`config.mk`:
```
export PLATFORM = sky130hd
export DESIGN_NAME = approx_series_engine
export DESIGN_NICKNAME = d
export VERILOG_FILES = /design/src/rtl/approx_series_engine.sv
export SDC_FILE = /design/constraint.sdc
export NUM_CORES = 1
export LEC_CHECK = 0
export BUFFER_PORTS_ARGS = -buffer_cell sky130_fd_sc_hd__buf_2
export CAP_MARGIN = 25
export CORE_MARGIN = 2
export CORE_UTILIZATION = 50
export CTS_CLUSTER_DIAMETER = 100
export DETAILED_ROUTE_END_ITERATION = 10
export HOLD_SLACK_MARGIN = 0.05
export PLACE_DENSITY_LB_ADDON = 0.15
export SYNTH_ARGS = -nofsm -noshare
export SYNTH_HDL_FRONTEND = slang
export SYNTH_SLANG_ARGS = --single-unit
```
`constraint.sdc`:
```
create_clock -name clk -period 22.6 [get_ports clk]
set_input_delay 2.26 -clock clk [delete_from_list [all_inputs] [get_ports clk]]
set_output_delay 2.26 -clock clk [all_outputs]
set_load 0.005 [all_outputs]
```
`src/rtl/approx_series_engine.sv`:
```
// Iterative Taylor-series evaluator for exp(x) / ln(1+x) with one shared multiplier.
// Build option: APPROX_ROUND_EN selects round-half-up products instead of floor.
module approx_series_engine #(
  parameter int WIDTH = 16,
  parameter int FRAC  = 12,
  parameter int IT_W  = 4,
  parameter int GUARD = 4
) (
  input  logic             clk,
  input  logic             rst,
  input  logic             start_i,
  input  logic             mode_i,
  input  logic [WIDTH-1:0] x_i,
  input  logic [IT_W-1:0]  nIt_i,
  input  logic             ack_i,
  output logic             busy_o,
  output logic             valid_o,
  output logic [WIDTH-1:0] y_o,
  output logic             ovf_o
);
  localparam int AW = WIDTH + GUARD;
  localparam int PW = 2 * WIDTH;

  localparam logic [2:0] S_IDLE  = 3'd0;
  localparam logic [2:0] S_INIT  = 3'd1;
  localparam logic [2:0] S_MUL_X = 3'd2;
  localparam logic [2:0] S_MUL_R = 3'd3;
  localparam logic [2:0] S_ACC   = 3'd4;
  localparam logic [2:0] S_DONE  = 3'd5;

  localparam logic signed [WIDTH-1:0] ONE_W = {{(WIDTH-FRAC-1){1'b0}}, 1'b1, {FRAC{1'b0}}};
  localparam logic signed [AW-1:0]    ONE_A = {{(AW-FRAC-1){1'b0}}, 1'b1, {FRAC{1'b0}}};
  localparam logic signed [WIDTH-1:0] MAX_W = {1'b0, {(WIDTH-1){1'b1}}};
  localparam logic signed [WIDTH-1:0] MIN_W = {1'b1, {(WIDTH-1){1'b0}}};
  localparam logic signed [AW-1:0]    MAX_A = {1'b0, {(AW-1){1'b1}}};
  localparam logic signed [AW-1:0]    MIN_A = {1'b1, {(AW-1){1'b0}}};

  logic [2:0]              state_q, state_d;
  logic signed [WIDTH-1:0] x_q, p_q, t_q, y_q;
  logic signed [AW-1:0]    acc_q;
  logic                    mode_q, valid_q, busy_q, ovf_q;
  logic [IT_W-1:0]         nit_q, n_q;

  // Reciprocal table R(n) = round(2^FRAC / n); entry 0 is never selected.
  logic [WIDTH-1:0] rtab [2**IT_W];
  for (genvar gi = 0; gi < 2**IT_W; gi++) begin : g_rtab
    localparam int DIV = (gi == 0) ? 1 : gi;
    localparam int RV  = (gi == 0) ? 0 : (((1 << FRAC) + DIV / 2) / DIV);
    assign rtab[gi] = WIDTH'(RV);
  end

  logic signed [WIDTH-1:0] mul_b, mul_res;
  logic signed [PW-1:0]    prod;
  logic signed [PW:0]      prod_x, sh;
  logic                    mul_ovf;

  always_comb begin
    mul_b  = (state_q == S_MUL_R) ? $signed(rtab[n_q]) : x_q;
    prod   = p_q * mul_b;
`ifdef APPROX_ROUND_EN
    prod_x = {prod[PW-1], prod} + $signed({{(PW+1-FRAC){1'b0}}, 1'b1, {(FRAC-1){1'b0}}});
`else
    prod_x = {prod[PW-1], prod};
`endif
    sh      = prod_x >>> FRAC;
    mul_ovf = !((&sh[PW:WIDTH-1]) || !(|sh[PW:WIDTH-1]));
    mul_res = mul_ovf ? (sh[PW] ? MIN_W : MAX_W) : sh[WIDTH-1:0];
  end

  // ln alternates sign: even-numbered terms subtract.
  logic signed [AW:0]      sum;
  logic signed [AW-1:0]    acc_res;
  logic                    acc_ovf, y_ovf;
  logic signed [WIDTH-1:0] y_res;

  always_comb begin
    if (mode_q && !n_q[0])
      sum = {acc_q[AW-1], acc_q} - {{(AW+1-WIDTH){t_q[WIDTH-1]}}, t_q};
    else
      sum = {acc_q[AW-1], acc_q} + {{(AW+1-WIDTH){t_q[WIDTH-1]}}, t_q};
    acc_ovf = sum[AW] ^ sum[AW-1];
    acc_res = acc_ovf ? (sum[AW] ? MIN_A : MAX_A) : sum[AW-1:0];
    y_ovf   = !((&acc_q[AW-1:WIDTH-1]) || !(|acc_q[AW-1:WIDTH-1]));
    y_res   = y_ovf ? (acc_q[AW-1] ? MIN_W : MAX_W) : acc_q[WIDTH-1:0];
  end

  always_comb begin
    state_d = state_q;
    case (state_q)
      S_IDLE:  if (start_i) state_d = S_INIT;
      S_INIT:  state_d = (nit_q == '0) ? S_DONE : S_MUL_X;
      S_MUL_X: state_d = S_MUL_R;
      S_MUL_R: state_d = S_ACC;
      S_ACC:   state_d = (n_q == nit_q) ? S_DONE : S_MUL_X;
      S_DONE:  if (valid_q && ack_i) state_d = S_IDLE;
      default: state_d = S_IDLE;
    endcase
  end

  always_ff @(posedge clk or negedge rst) begin
    if (!rst) begin
      state_q <= S_IDLE;
      x_q     <= '0;
      p_q     <= '0;
      t_q     <= '0;
      y_q     <= '0;
      acc_q   <= '0;
      mode_q  <= 1'b0;
      nit_q   <= '0;
      n_q     <= '0;
      valid_q <= 1'b0;
      busy_q  <= 1'b0;
      ovf_q   <= 1'b0;
    end else begin
      state_q <= state_d;
      busy_q  <= (state_q == S_INIT) || (state_q == S_MUL_X) ||
                 (state_q == S_MUL_R) || (state_q == S_ACC);
      case (state_q)
        S_IDLE: if (start_i) begin
          x_q    <= x_i;
          mode_q <= mode_i;
          nit_q  <= nIt_i;
          ovf_q  <= 1'b0;
        end
        S_INIT: begin
          p_q   <= ONE_W;
          n_q   <= IT_W'(1);
          acc_q <= mode_q ? '0 : ONE_A;
        end
        S_MUL_X: begin
          p_q   <= mul_res;
          ovf_q <= ovf_q | mul_ovf;
        end
        S_MUL_R: begin
          t_q   <= mul_res;
          if (!mode_q) p_q <= mul_res;
          ovf_q <= ovf_q | mul_ovf;
        end
        S_ACC: begin
          acc_q <= acc_res;
          ovf_q <= ovf_q | acc_ovf;
          n_q   <= n_q + IT_W'(1);
        end
        S_DONE: begin
          // First DONE cycle publishes the result; ack only counts once it is visible.
          if (!valid_q) begin
            valid_q <= 1'b1;
            y_q     <= y_res;
            ovf_q   <= ovf_q | y_ovf;
          end else if (ack_i) begin
            valid_q <= 1'b0;
          end
        end
        default: ;
      endcase
    end
  end

  assign busy_o  = busy_q;
  assign valid_o = valid_q;
  assign y_o     = y_q;
  assign ovf_o   = ovf_q;
endmodule

```
==> results of run 1 <==
==> cell families after synthesis <==
kind of cell               count (synthesis)  share of synthesized area [%]
adders and majority gates                372                           42.0
buffers and inverters                    407                           9.84
DFF                                       99                           15.7
xor gates and xnor gates                  68                           3.78
muxes                                     32                           2.21
and+or+nand+nor                          506                           15.4
AOI/OAI and AO/OA                        284                           11.1
==> metrics by stage <==
| step | hold WS (ns) | cells | area, um^2 | util (%) | setup slack [ns] |
|---|---|---|---|---|---|
| floorplan | 0.472 | 1768 | 15800 | - | 14.59 |
| global placement | 0.488 | 2154 | 16300 | 52.1 | 13.34 |
| detailed placement | 0.498 | 2155 | 16300 | 52.2 | 13.16 |
| CTS | 0.514 | 2171 | 16700 | 53.2 | 13.15 |
| global route | 0.524 | 2173 | 16700 | 53.4 | 12.47 |
| finish | 0.509 | 2173 | 16700 | 53.4 | 13.06 |
==> path summary, 6_finish.rpt <==
check                                       start                    to  slack (ns)
max                        state_q[0]$_DFFE_PN0P_   p_q[14]$_DFFE_PN0P_       13.06
min                           y_o[15]$_DFFE_PN0P_   y_o[15]$_DFFE_PN0P_        0.51
max reg2reg                state_q[0]$_DFFE_PN0P_   p_q[14]$_DFFE_PN0P_       13.06
min reg2reg                   y_o[15]$_DFFE_PN0P_   y_o[15]$_DFFE_PN0P_        0.51
max in group asynchronous                     rst  acc_q[2]$_DFFE_PN0P_       19.97
min in group asynchronous                     rst    x_q[5]$_DFFE_PN0P_        1.77
==> placed cells by master (no fill, tap or decap), types with 8 or more instances in the layout <==
cell type    n
fa_1       262
inv_1      331
dfrtp_1     99
and2_1      51
nor3_1      13
clkbuf_16    9
o21ai_0     65
ha_1       110
o21ai_1     21
xor2_1      16
mux2i_1      9
nand3_1     15
xnor2_1     52
mux2_2      23
o21bai_1     8
nand4_1     10
nor2_1      92
a21o_1      10
nor2b_1     51
a21oi_2      9
buf_4       17
a21oi_1     98
nand2_1    205
buf_2       42
and3_1      31
nand2b_1     8
==> sequential cells by signal, indices dropped and copies added, names as in the netlist <==
| signal | flops |
|---|---|
| acc_q | 20 |
| valid_o | 1 |
| x_q | 16 |
| state_q | 3 |
| t_q | 16 |
| busy_o | 1 |
| mode_q | 1 |
| ovf_o | 1 |
| nit_q | 4 |
| p_q | 16 |
| n_q | 4 |
| y_o | 16 |
==> layout make-up <==
cell class / count / area [um^2] / area share (%)
clock buffer: 9 / 225 / 1.35
clock inverter: 7 / 105 / 0.629
sequential: 99 / 2480 / 14.8
multi-input combinational: 1262 / 11800 / 70.4
inverter: 333 / 1250 / 7.48
timing repair buffer: 61 / 380 / 2.28
tap: 402 / 503 / 3.01
==> metal layers <==
layer / part of all wire, % / up-vias / GRT usage [%]
met4: 2.2 / 0 / 5.85
met2: 48 / 250 / 41.5
met3: 3.7 / 44 / 2.31
met1: 46 / 6031 / 35.3
met5: 0 / - / 0
li1: - / 5563 / -
==> flow_summary.json, run 1 <==
{
  "ys_top_cells_by_area": "fa_1 (33%), dfrtp_1 (16%), ha_1 (8.7%)",
  "antenna_cells": 0,
  "postRouteAntennaNets": 0,
  "drt_first_pass_iters": 5,
  "ys_ff_latch": 99,
  "crit_top_cell": "fa_1",
  "cts_hold_buf": 0,
  "post_cts_buffers": 0,
  "maxSlewHeadroom_pct": 29.2,
  "cp.arrival_ns": 9.81,
  "clkTransAtPathRegs_ns": 0.07,
  "hpwl_mm": 30.3,
  "insertion_delay_ns": 0.36,
  "cts_root_buffer": "clkbuf_16",
  "finalCritPeriodShare_pct": 42.2,
  "path_max_fanout": 75,
  "n_fill_cell": 2965,
  "num_rows": 65,
  "drt-initial-drc-count": 745,
  "chipHeight_um": 182,
  "die_w_um": 182,
  "outcome": "finished clean",
  "crit_type": "register to register",
  "cts_resized": 0,
  "cp-start-kind": "register",
  "layout.nets": 2163,
  "tightest_slew_ns": 1.06,
  "ys_types": 71,
  "yosysMostFrequentCell": "inv_1",
  "min_period_ns": 9.54,
  "grt_usage_pct": 24.8,
  "gp_congestion": 0.923,
  "cp-end-kind": "register",
  "hold_path.class": "register to register",
  "critPathTopFamily": "adder cells",
  "r2r_cells": 24,
  "rsz0062_at_grt": "false",
  "worstPathBufferInverterCount": 4,
  "yosys.area.top_type_share_pct": 33.3,
  "yosysWarnings": 0,
  "wirelength_mm": 39.1,
  "grt_pass1_vias": 12200,
  "fin_worst_skew_ns": 0.0128,
  "critPathMaxStageDelay_ns": 0.85,
  "antenna_found_initial": 0,
  "setup_viol": 0,
  "cp_cell_sequence": "nand3b_4 > a221oi_2 > nor2_1 > buf_4 > nand2_1 > fa_1 > fa_1 > inv_1 > fa_1 > fa_1 > fa_1 > inv_1 > fa_1 > inv_1 > ha_1 > nand3_1 > or4_1 > or3_1 > o21ba_2 > o21ai_1 > xor2_1 > a41o_1 > nand3_1 > o221ai_1",
  "ctsLongestPathBuffers": 2,
  "synth-seq-area-share_pct": 15.7,
  "crit_slowest_cell": "dfrtp_1",
  "synth_nets": 2165,
  "overflow": 0,
  "portBuffers": 43,
  "whs_path_depth": 1,
  "start_util_pct": 50.4,
  "numCtsBuffers": 9,
  "synth_area_um2": 15800,
  "area_growth_pct": 5.94,
  "drc": 0,
  "required_ns": 22.87,
  "final-max-slew-violation-count": 0,
  "cts_sinks": 99,
  "syn-instance-count": 1768,
  "vias": 11900,
  "die_area_um2": 33000,
  "cts_max_level": 3,
  "cts_tree": "done",
  "finalHoldViolCount": 0,
  "viasPerCell": 5.47,
  "synth_ff_type": "dfrtp_1",
  "yosys.area.top_type": "fa_1",
  "grt_max_degree": 79,
  "synth_commonest_cells": "inv_1 (331), fa_1 (262), nand2_1 (205), ha_1 (110), dfrtp_1 (99)",
  "avgSynthCellArea_um2": 8.92,
  "layout-drive-gt1-share_pct": 7.51,
  "grt_pass1_wl_mm": 64.4,
  "synth-edff-count": 0,
  "clock.fmax_mhz": 105,
  "async_flop_share_pct": 100,
  "cap_violations": 0,
  "wl_per_cell_um": 18.0,
  "tns_ns": 0,
  "crit_cells": 24,
  "coreArea_um2": 31300,
  "io_pins": 44
}
Power of run 1 is not shown: default switching activity piles up to over one toggle a cycle in this logic, so the estimate is an artifact.
==> run 2: changes to the inputs <==
--- a/config.mk
+++ b/config.mk
@@ -5,6 +5,7 @@
 export SDC_FILE = /design/constraint.sdc
 export NUM_CORES = 1
 export LEC_CHECK = 0
+export ABC_AREA = 1
 export BUFFER_PORTS_ARGS = -buffer_cell sky130_fd_sc_hd__buf_2
 export CAP_MARGIN = 25
 export CORE_MARGIN = 2
==> constraint.sdc (replaced) <==
create_clock -name clk -period 8 [get_ports clk]
set_input_delay 0.8 -clock clk [delete_from_list [all_inputs] [get_ports clk]]
set_output_delay 0.8 -clock clk [all_outputs]
set_load 0.005 [all_outputs]
==> run 2 against run 1 <==
Compared with the run above:
- non-clock buffer count is 34 higher
- register-to-register slack worse by 13 ns
- flip-flop and latch count stayed put
- worst hold slack lost 0.021 ns
- die area rose by 0.91%
- cell area rose by 2.7%
- first-iteration DRC count is 21% higher
- clock-buffer cell count grew 2
- fmax rose by 25%
- final cell count up 13%
- synthesized area increased by 0.93%
==> flow_summary.json, run 2 <==
{
  "r2r_end": "p_q[14]$_DFFE_PN0P_",
  "final_cell_mix": "inv_1 (425), nand2_1 (398), fa_1 (260), nor2_1 (211), ha_1 (110)",
  "wl_per_cell_um": 18.7,
  "yosysWarnings": 0,
  "tightest_slew_ns": 0.934,
  "gp_congestion": 0.931,
  "cap_violations": 0,
  "final-max-slew-violation-count": 0,
  "drc": 0,
  "setup_viol": 0,
  "ctsLongestPathBuffers": 2,
  "insertion_delay_ns": 0.35,
  "final_common_cell": "inv_1",
  "synth-seq-area-share_pct": 15.6,
  "finalCritPeriodShare_pct": 95.2,
  "cts_tree": "done",
  "overflow": 0,
  "start_util_pct": 50.6,
  "dp_worst_setup_slack_ns": 0.103,
  "maxSlewHeadroom_pct": 37.6,
  "fin_util_pct": 54.5,
  "worst-r2r-setup-slack_ns": 0.38,
  "cp-end-kind": "register",
  "layout.nets": 2435,
  "regMostFlops": "acc_q",
  "synth-edff-count": 0,
  "cp-endpoint": "p_q[14]$_DFFE_PN0P_",
  "fin_worst_skew_ns": 0.0147,
  "numCtsBuffers": 9,
  "ys_types": 51,
  "cts_hold_buf": 0,
  "critPathLaunch": "n_q[1]$_DFFE_PN0P_",
  "yosysMostFrequentCell": "inv_1",
  "chipHeight_um": 182,
  "yosys.area.top_type": "fa_1",
  "antenna_cells": 0,
  "cp-start-kind": "register",
  "grt_max_degree": 53,
  "async_flop_share_pct": 100,
  "fin_ws_ns": 0.382,
  "r2r_cells": 35,
  "grt_pass1_vias": 13900,
  "synth_commonest_cells": "inv_1 (431), nand2_1 (401), fa_1 (262), nor2_1 (213), ha_1 (110)",
  "grt_pass1_wl_mm": 74.8,
  "vias": 13200,
  "cts_sinks": 99,
  "area_growth_pct": 7.85,
  "critPathMaxStageDelay_ns": 0.53,
  "hpwl_mm": 37.6,
  "grt_usage_pct": 29.2,
  "min_period_ns": 7.62,
  "cts_root_buffer": "clkbuf_16",
  "coreArea_um2": 31500,
  "crit_slowest_cell": "fa_1",
  "die_w_um": 182,
  "synth_area_um2": 15900,
  "cp.arrival_ns": 7.88,
  "synth_ff_type": "dfrtp_1",
  "die_area_um2": 33300,
  "yosys.area.top_type_share_pct": 33.0,
  "num_rows": 65,
  "drt_first_pass_iters": 5,
  "portBuffers": 43,
  "clock.fmax_mhz": 131,
  "largest_register_ffs": 20,
  "finalHoldViolCount": 0,
  "antenna_found_initial": 0,
  "wirelength_mm": 45.7,
  "syn-instance-count": 1987,
  "hold_path.class": "input port to async pin",
  "outcome": "finished clean",
  "tns_ns": 0,
  "layout-drive-gt1-share_pct": 9.40,
  "crit_top_cell": "nand2_1",
  "ys_top_cells_by_area": "fa_1 (33%), dfrtp_1 (16%), inv_1 (10%)",
  "avgSynthCellArea_um2": 8.01,
  "drt-initial-drc-count": 899,
  "rr_startpoint": "n_q[1]$_DFFE_PN0P_",
  "io_pins": 44,
  "postRouteAntennaNets": 0,
  "ys_ff_latch": 99,
  "clkTransAtPathRegs_ns": 0.07,
  "required_ns": 8.27,
  "viasPerCell": 5.38,
  "path_max_fanout": 15,
  "cts_max_level": 3,
  "synth_nets": 2384,
  "crit_type": "register to register"
}
[run 2: cell count changes in the layout (fill, tap and decap cells not counted), sizes merged, moves of 9 or more]
cell   previous run  this run
a21oi           107        89
a31oi             7        16
and2             51         0
and3             31         1
buf              61        95
inv             335       434
mux2i             9         0
nand2           205       430
nand3            15        31
nor2             96       216
nor2b            52         0
nor4              3        12
xnor2            52        23
xor2             16        35
[run 2: cell type report]
cell class              instances  area [um^2]
inverters                     438         1650
repair inverters                1         5.00
repair buffers                 95          621
multi-input cells            1394        11600
clock buffers                  11          243
well taps                     402          503
flip-flops and latches         99         2480
clock inverters                 5         70.1
fillers                      3106        14300
[run 2: metal layers]
| metal | GRT usage, % | wire length (um) | up-vias |
|---|---|---|---|
| li1 | - | - | 6097 |
| met1 | 39.9 | 20000 | 6577 |
| met2 | 49.8 | 21800 | 411 |
| met3 | 2.91 | 2660 | 71 |
| met4 | 8.32 | 1240 | 0 |
| met5 | 0 | 0 | - |
[run 2: worst min-delay path by stage]
stage                                     end  cells past startpoint
after floorplan           x_q[12]$_DFFE_PN0P_                      1
after global placement    y_o[15]$_DFFE_PN0P_                      2
after detailed placement   x_q[3]$_DFFE_PN0P_                      1
after CTS                  x_q[6]$_DFFE_PN0P_                      1
after global routing      x_q[14]$_DFFE_PN0P_                      1
final                      x_q[3]$_DFFE_PN0P_                      1
[run 2: worst max-delay path: cells and delay by family (launching register included)]
kind,cells,cell delay (ns)
flip-flops,1,0.46
AO/OA/AOI/OAI,5,0.90
adder cells (fa/ha/maj),8,3.46
AND/OR/NAND/NOR,15,1.80
buffers and inverters,7,0.93
[run 2: per-stage QoR]
step,hold WS [ns],area (um^2),instances
CTS,0.512,17000,2437
global route,0.527,17200,2445
detailed placement,0.495,16700,2421
finish,0.488,17200,2445
floorplan,0.474,15900,1987
global placement,0.474,16700,2421
[run 2: logic make-up after synthesis]
kind of cell    count (synthesis)  synth area share (%)
simple gates                  717                  18.4
fa+ha+maj                     372                  41.6
mux                            17                  1.20
compound gates                230                  8.03
buf+inv                       494                  12.0
xor+xnor                       58                  3.19
flops                          99                  15.6
[run 2: timing repair]
action / in CTS / in global routing
endpoints found under the setup margin: 0 / 32
resized for setup: 0 / 24
setup buffers: 0 / 7
Power of run 2 is left out for the same reason.
==> run 3: changes to the inputs <==
--- a/config.mk
+++ b/config.mk
@@ -13,7 +13,7 @@
 export CTS_CLUSTER_DIAMETER = 100
 export DETAILED_ROUTE_END_ITERATION = 10
 export HOLD_SLACK_MARGIN = 0.05
-export PLACE_DENSITY_LB_ADDON = 0.15
+export PLACE_DENSITY = 0.69
 export SYNTH_ARGS = -nofsm -noshare
 export SYNTH_HDL_FRONTEND = slang
 export SYNTH_SLANG_ARGS = --single-unit
==> run 3 against run 2 <==
Compared with the run above:
- final cell count about the same
- critical path type unchanged
- fmax is 1.2% lower
- flip-flop and latch count stayed put
- clock skew decreased by 0.0039 ns
- via count increased by 0.74%
- critical path depth is 1 lower
- non-clock buffer count fell by 2
- first-iteration DRC count decreased by 4.2%
- setup slack got worse by 0.094 ns
==> flow_summary.json, run 3 (synthesis gave the netlist of run 2 again) <==
{
  "outcome": "finished clean",
  "critPathTopFamily": "adder cells",
  "crit_slowest_cell": "fa_1",
  "grt_usage_pct": 28.2,
  "r2r_cells": 34,
  "grt_max_degree": 79,
  "maxSlewHeadroom_pct": 40.4,
  "chipHeight_um": 182,
  "portBuffers": 43,
  "n_fill_cell": 2958,
  "cts_max_level": 3,
  "vias": 13300,
  "io_pins": 44,
  "drt-initial-drc-count": 861,
  "cp.arrival_ns": 7.94,
  "fin_ws_ns": 0.288,
  "start_util_pct": 50.6,
  "wirelength_mm": 44.8,
  "finalHoldViolCount": 0,
  "fin_worst_skew_ns": 0.0108,
  "dp_worst_setup_slack_ns": 0.0343,
  "largest_register_ffs": 20,
  "cts_root_buffer": "clkbuf_16",
  "insertion_delay_ns": 0.36,
  "rr_startpoint": "n_q[0]$_DFFE_PN0P_",
  "layout-drive-gt1-share_pct": 8.92,
  "overflow": 0,
  "hold_path.class": "input port to async pin",
  "gp_congestion": 0.957,
  "crit_cells": 34,
  "clock.fmax_mhz": 130,
  "fin_util_pct": 54.4,
  "tightest_slew_ns": 0.892,
  "postRouteAntennaNets": 0,
  "fin_cells": 2443,
  "crit_type": "register to register",
  "wl_per_cell_um": 18.3,
  "drt_first_pass_iters": 5,
  "worstPathBufferInverterCount": 7,
  "antenna_cells": 0,
  "cts_hold_buf": 0,
  "final_cell_mix": "inv_1 (427), nand2_1 (400), fa_1 (262), nor2_1 (211), ha_1 (110)",
  "grt_pass1_vias": 13700,
  "hpwl_mm": 36.7,
  "numCtsBuffers": 9,
  "coreArea_um2": 31500,
  "layout.nets": 2433,
  "cp-start-kind": "register",
  "final_common_cell": "inv_1",
  "area_growth_pct": 7.57,
  "grt.met2_usage_pct": 46.5,
  "clkTransAtPathRegs_ns": 0.07,
  "use_met1_pct": 37.4,
  "required_ns": 8.23,
  "die_area_um2": 33300,
  "min_period_ns": 7.71,
  "top_usage_layer": "met2",
  "hold_ws_ns": 0.321,
  "final-max-slew-violation-count": 0,
  "worst-r2r-setup-slack_ns": 0.29,
  "regMostFlops": "acc_q",
  "finalCritPeriodShare_pct": 96.4,
  "ctsLongestPathBuffers": 2,
  "use_met3_pct": 4.15,
  "die_w_um": 182,
  "path_max_fanout": 10,
  "cts_sinks": 99,
  "viasPerCell": 5.43,
  "r2r_end": "p_q[10]$_DFFE_PN0P_",
  "antenna_found_initial": 0,
  "cp-end-kind": "register",
  "grt_pass1_wl_mm": 72.3,
  "dpl.cell_count": 2415,
  "setup_viol": 0,
  "cts_tree": "done",
  "cap_violations": 0,
  "critPathMaxStageDelay_ns": 0.51,
  "crit_top_cell": "fa_1",
  "drc": 0,
  "num_rows": 65
}
## run 3: per-layer routing
layer	part of all wire [%]	wire, um
met4	4.4	1980
met1	42	18600
met2	47	20900
met5	0	0
met3	7.3	3260
## run 3: through the flow
stage	TNS [ns]	instance area, um^2
finish	0	17100
floorplan	0	15900
global route	-2.16	17100
CTS	0	17000
global placement	0	16700
detailed placement	0	16700
## run 3: timing repair
item / 4_1_cts / 5_1_grt
gates resized for setup: 0 / 16
setup endpoints to repair: 0 / 31
buffers inserted: 0 / 8
## run 3: how the worst max path moves through the flow
stage | end | slack (ns) | from
2_1_floorplan | p_q[2]$_DFFE_PN0P_ | 1.07 | state_q[1]$_DFFE_PN0P_
4_1_cts | p_q[3]$_DFFE_PN0P_ | 0.003 | n_q[2]$_DFFE_PN0P_
6_report | p_q[10]$_DFFE_PN0P_ | 0.29 | n_q[0]$_DFFE_PN0P_
5_1_grt | p_q[0]$_DFFE_PN0P_ | -0.12 | n_q[0]$_DFFE_PN0P_
3_3_place_gp | p_q[0]$_DFFE_PN0P_ | 0.06 | n_q[2]$_DFFE_PN0P_
3_5_place_dp | p_q[0]$_DFFE_PN0P_ | 0.03 | n_q[2]$_DFFE_PN0P_
## run 3: layout make-up
type,instances,area [um^2],area share [%]
flip-flops and latches,99,2480,14.5
inverters,438,1650,9.65
clock buffers,10,239,1.40
well taps,402,503,2.94
clock inverters,6,55.1,0.322
repair buffers,93,619,3.62
multi-input cells,1395,11600,67.6
Power of run 3 is left out for the same reason.
